### src/rtl/decode_stage.sv
// decode_stage: pipelined decode for the 32-bit R/J/I/S ISA.
// Splits instruction fields, reads a 2R/1W register file, extends the
// immediate and presents the result in a valid/ready output register.
// An accepted stop instruction parks the stage in HALT until flush.
// Optional build macro: WB_FORWARD_EN -- when defined, a same-cycle
// write-back to a source register is bypassed into the captured operand.
module decode_stage #(
  parameter int XLEN = 32,
  parameter int NREG = 32
) (
  input  logic            clk,
  input  logic            rst,
  input  logic            in_valid,
  output logic            in_ready,
  input  logic [31:0]     in_instr,
  input  logic [XLEN-1:0] in_pc_next,
  input  logic            flush,
  input  logic            wb_en,
  input  logic [4:0]      wb_rd,
  input  logic [XLEN-1:0] wb_data,
  output logic            out_valid,
  input  logic            out_ready,
  output logic [4:0]      out_opcode,
  output logic [1:0]      out_type,
  output logic [4:0]      out_rd,
  output logic            out_rd_valid,
  output logic [XLEN-1:0] out_rs1_data,
  output logic [XLEN-1:0] out_rs2_data,
  output logic [XLEN-1:0] out_imm,
  output logic            out_stop,
  output logic [XLEN-1:0] out_pc_next,
  output logic            halted
);

  typedef enum logic {RUN, HALT} state_t;

  localparam logic [1:0] T_R = 2'b00;
  localparam logic [1:0] T_J = 2'b01;
  localparam logic [1:0] T_I = 2'b10;
  localparam logic [1:0] T_S = 2'b11;
  localparam logic [5:0] NREG_L = 6'(NREG);

  state_t state_reg, state_next;

  // Full 32-entry array; entries 0 and >= NREG are never written so they read 0.
  logic [XLEN-1:0] rf_reg [32];

  logic            out_valid_reg;
  logic [4:0]      out_opcode_reg;
  logic [1:0]      out_type_reg;
  logic [4:0]      out_rd_reg;
  logic            out_rd_valid_reg;
  logic [XLEN-1:0] out_rs1_data_reg;
  logic [XLEN-1:0] out_rs2_data_reg;
  logic [XLEN-1:0] out_imm_reg;
  logic            out_stop_reg;
  logic [XLEN-1:0] out_pc_next_reg;

  // Instruction fields
  logic       stop_f;
  logic [1:0] type_f;
  logic [4:0] op_f, rs1_f, rd_f, rs2_f, sa_f;

  assign stop_f = in_instr[31];
  assign type_f = in_instr[30:29];
  assign op_f   = in_instr[4:0];
  assign rs1_f  = in_instr[9:5];
  assign rd_f   = in_instr[14:10];
  assign rs2_f  = in_instr[19:15];
  assign sa_f   = in_instr[24:20];

  logic use_rs1, use_rs2, use_rd;
  logic accept;
  logic wb_hit;
  logic [4:0]      rd_idx  [2];
  logic [XLEN-1:0] rd_data [2];
  logic [XLEN-1:0] imm_next;
  logic [4:0]      rd_next;

  // Which index fields the instruction type actually uses
  always_comb begin
    use_rs1 = (type_f != T_J);
    use_rs2 = (type_f == T_R) || (type_f == T_S);
    use_rd  = (type_f != T_J);
  end

  // Unused index fields are forced to 0 so the operand reads as 0
  assign rd_idx[0] = use_rs1 ? rs1_f : 5'd0;
  assign rd_idx[1] = use_rs2 ? rs2_f : 5'd0;
  assign rd_next   = use_rd  ? rd_f  : 5'd0;

  // A write counts only for a nonzero index inside the implemented file
  assign wb_hit = wb_en && (wb_rd != 5'd0) && ({1'b0, wb_rd} < NREG_L);

  // Two read ports, optionally bypassing the same-cycle write-back
  for (genvar gi = 0; gi < 2; gi++) begin : g_rd_port
`ifdef WB_FORWARD_EN
    assign rd_data[gi] = (wb_hit && (wb_rd == rd_idx[gi])) ? wb_data : rf_reg[rd_idx[gi]];
`else
    assign rd_data[gi] = rf_reg[rd_idx[gi]];
`endif
  end

  // Immediate extension by instruction type
  always_comb begin
    imm_next = '0;
    case (type_f)
      T_J: imm_next = {{(XLEN-24){in_instr[28]}}, in_instr[28:5]};
      T_I: begin
        if (op_f[4]) imm_next = {{(XLEN-14){1'b0}}, in_instr[28:15]};
        else         imm_next = {{(XLEN-14){in_instr[28]}}, in_instr[28:15]};
      end
      T_S: imm_next = {{(XLEN-5){1'b0}}, sa_f};
      default: imm_next = '0;
    endcase
  end

  assign in_ready = !flush && (state_reg == RUN) && (!out_valid_reg || out_ready);
  assign accept   = in_valid && in_ready;

  // Register-file write port; reset clears every entry
  always_ff @(posedge clk or posedge rst) begin
    if (rst) begin
      for (int i = 0; i < 32; i++) rf_reg[i] <= '0;
    end else if (wb_hit) begin
      rf_reg[wb_rd] <= wb_data;
    end
  end

  // FSM state register
  always_ff @(posedge clk or posedge rst) begin
    if (rst) state_reg <= RUN;
    else     state_reg <= state_next;
  end

  // FSM next state: flush always returns to RUN, accepted stop enters HALT
  always_comb begin
    state_next = state_reg;
    if (flush)                 state_next = RUN;
    else if (accept && stop_f) state_next = HALT;
  end

  // Output bundle register: flush kills, accept loads, consume clears valid
  always_ff @(posedge clk or posedge rst) begin
    if (rst) begin
      out_valid_reg    <= 1'b0;
      out_opcode_reg   <= '0;
      out_type_reg     <= '0;
      out_rd_reg       <= '0;
      out_rd_valid_reg <= 1'b0;
      out_rs1_data_reg <= '0;
      out_rs2_data_reg <= '0;
      out_imm_reg      <= '0;
      out_stop_reg     <= 1'b0;
      out_pc_next_reg  <= '0;
    end else if (flush) begin
      out_valid_reg <= 1'b0;
    end else if (accept) begin
      out_valid_reg    <= 1'b1;
      out_opcode_reg   <= op_f;
      out_type_reg     <= type_f;
      out_rd_reg       <= rd_next;
      out_rd_valid_reg <= use_rd && (rd_f != 5'd0);
      out_rs1_data_reg <= rd_data[0];
      out_rs2_data_reg <= rd_data[1];
      out_imm_reg      <= imm_next;
      out_stop_reg     <= stop_f;
      out_pc_next_reg  <= in_pc_next;
    end else if (out_ready) begin
      out_valid_reg <= 1'b0;
    end
  end

  assign out_valid    = out_valid_reg;
  assign out_opcode   = out_opcode_reg;
  assign out_type     = out_type_reg;
  assign out_rd       = out_rd_reg;
  assign out_rd_valid = out_rd_valid_reg;
  assign out_rs1_data = out_rs1_data_reg;
  assign out_rs2_data = out_rs2_data_reg;
  assign out_imm      = out_imm_reg;
  assign out_stop     = out_stop_reg;
  assign out_pc_next  = out_pc_next_reg;
  assign halted       = (state_reg == HALT);

endmodule
### config.mk
export PLATFORM = sky130hd
export DESIGN_NAME = decode_stage
export DESIGN_NICKNAME = d
export VERILOG_FILES = /design/src/rtl/decode_stage.sv
export SDC_FILE = /design/constraint.sdc
export NUM_CORES = 2
export LEC_CHECK = 0
export CORE_MARGIN = 2
export CORE_UTILIZATION = 53
export CTS_CLUSTER_SIZE = 28
export DETAILED_ROUTE_END_ITERATION = 7
export HOLD_SLACK_MARGIN = 0.1
export PLACE_DENSITY = 0.71
export SETUP_SLACK_MARGIN = 0.4
export SYNTH_ARGS = -nofsm -noshare
export SYNTH_HDL_FRONTEND = slang
export SYNTH_SLANG_ARGS = --single-unit
### constraint.sdc
create_clock -name clk -period 58.6 [get_ports clk]
set_clock_uncertainty 0.15 [all_clocks]
set_input_delay 8.79 -clock clk [delete_from_list [all_inputs] [get_ports clk]]
set_output_delay 8.79 -clock clk [all_outputs]
set_load 0.01 [all_outputs]
==> results.toml <==
[outcome]
status = "complete, no violations"

[floorplan]
die_height_um = 345
die_width_um = 345
die_area_um2 = 119000
core_area_um2 = 116000
num_rows = 125
start_util_pct = 53.3
ioPinCount = 252

[routing]
via_per_inst = 7.05
drt_wl_total_um = 213000
drc = 0
drtAntennaViolNets = 0
routedWlPerCell_um = 31.8
first_pass_iters = 6
drtIter0Drc = 5654
vias = 47181

[timing]
max_freq_ghz = 0.0520
hold_ws_ns = 0.284
slew_headroom_pct = 9.23
maxSlewViolCount = 0
fin_crit_sh_pct = 32.8
worstMarginPinSlew_ns = 1.36
rsz0062_at_grt = "no"
fin_setup_tns_ns = 0
finalSetupViolCount = 0
finalCriticalPeriod_ns = 19.21
final_hold_viol_count = 0

[cts]
htreeDepth = 3
path_clk_slew_ns = 0.06
post_cts_buffers = 0
clkSinkCount = 1160
post_cts_resized = 0
cts_max_path_buffers = 3
root_buffer = "clkbuf_16"
cts_tree = "yes"
numCtsBuffers = 120
clock_latency_ns = 0.74
holdBufCountCts = 0

[critical_path]
cp_cell_sequence = "clkdlybuf4s50_1 > nor2_1 > and2_1 > clkdlybuf4s50_1"
crit_path_max_fanout = 4
cp-start-kind = "primary input"
worstPathRequired_ns = 49.66
crit_type = "primary input to primary output"
slowest_stage = "clkdlybuf4s50_1"
arrival_ns = 10.27
critPathMostFrequentCell = "clkdlybuf4s50_1"
critical_path.endpoint_type = "primary output"
cpPeakStageDelay_ns = 0.53

[logic_synthesis]
ys_warn_count = 0
async_reset_ff_share_pct = 100
synth_top_cells_by_area = "dfrtp_1 (47%), mux2_2 (22%), mux2i_1 (5.2%)"
synth_nets = 5277
synth_top_cell_by_area = "dfrtp_1"
syn_inst = 5166
synth_top_cells_by_count = "mux2_2 (1,204), dfrtp_1 (1,160), nand2_1 (371)"
ys_seq_area_share_pct = 47.0
synth_edf_count = 0
yosys.cell_types.count = 63
avgSynthCellArea_um2 = 12.0
synth_area_um2 = 61800
synth_flop_cell = "dfrtp_1"
ys_ff_latch = 1160
yosys.area.top_type_share_pct = 47.0
yosysMostFrequentCell = "mux2_2"

[run]
drv_cap = 0

[cells_and_area]
postLayoutCoreUtil_pct = 59.3
layout.nets = 5176
largest_reg_flops = 1024
drive_gt1_share_pct = 33.0
area_growth_pct = 11.3
stdcell_area_um2 = 68800

[global_routing]
antenna_found_initial = 9
grt_pass1_vias = 46730
track_usage_pct = 34.9
grt_pass1_wl_um = 312000
grt_start_max_net_pins = 153
grt-ovfl-total = 0

[hold_path]
hold_class = "flop to flop"

[placement]
numPortBuffers = 251
gp_congestion = 0.846
hpwl_um = 118000
post_dp_cell_area_um2 = 64700

[pwr]
static-leakage-power_nw = 29.9
powerDensity_nw_per_um2 = 34.7
ir_drop_mv = 0.0272
per-stage QoR:
stage | power (mW) | setup WS, ns | cells
2_1_floorplan | 1.41 | 16.99 | 5166
3_3_place_gp | 1.56 | 39.38 | 6467
3_5_place_dp | 1.58 | 39.39 | 6467
4_1_cts | 2.38 | 39.38 | 6691
5_1_grt | 2.48 | 39.33 | 6692
6_report | 2.39 | 39.39 | 6694
cells in the final DEF (no fill, tap or decap), types with 139 or more instances in the layout:
cell type        count
a221oi_1           208
mux2i_1            322
dfrtp_1           1160
mux2_2            1204
a21oi_1            144
o21ai_0            139
nand2_1            356
a22oi_1            144
nor2_1             140
clkdlybuf4s50_1    245
layer usage:
metal	up-vias	GRT usage [%]	wire, um	part of all wire, %
met3	707	9.28	24300	11
met2	2976	52.0	92600	43
met5	-	0	190	0.089
met1	24291	47.7	85300	40
met4	12	16.3	10700	5.0
li1	19195	-	-	-
worst max-delay path: cells and delay by family:
kind	cells	cell delay, ns
buf+inv	2	0.98
simple gates	2	0.51
worst paths after layout:
kind	slack, ns	start	end	cells after the start
min	0.28	rf_reg[1018]	rf_reg[1018]	0
max	39.39	flush	in_ready	4
max reg2reg	54.42	halted	out_rs2_data[13]	7
min in group asynchronous	8.43	rst	out_opcode[0]	2
min reg2reg	0.28	rf_reg[1018]	rf_reg[1018]	0
max in group asynchronous	46.10	rst	rf_reg[437]	6
layout make-up:
class	count	area, um^2
diodes	3	7.51
clock buffers	177	3530
clock inverters	47	571
fillers	9303	47100
inverters	19	78.8
multi-input cells	3403	30200
flip-flops and latches	1160	29000
well taps	1524	1910
repair buffers	361	3420
cell families (layout without fill, tap and decap cells):
kind of cell	count (synthesis)	after routing	share of synthesized area [%]
AO/OA/AOI/OAI	1084	1084	12.8
adder cells (fa/ha/maj)	4	4	0.0810
buffers and inverters	603	604	4.67
flip-flops	1160	1160	47.0
multiplexers	1618	1618	30.5
other	0	3	0
AND/OR/NAND/NOR	697	697	4.90
where the power goes:
group / switching [mW] / total, mW / internal (mW)
logic: 0.246 / 0.512 / 0.266
clock network: 0.337 / 0.801 / 0.464
registers: 0.121 / 1.08 / 0.955
total: 0.703 / 2.39 / 1.69
Power figures use the tool's default switching activity.
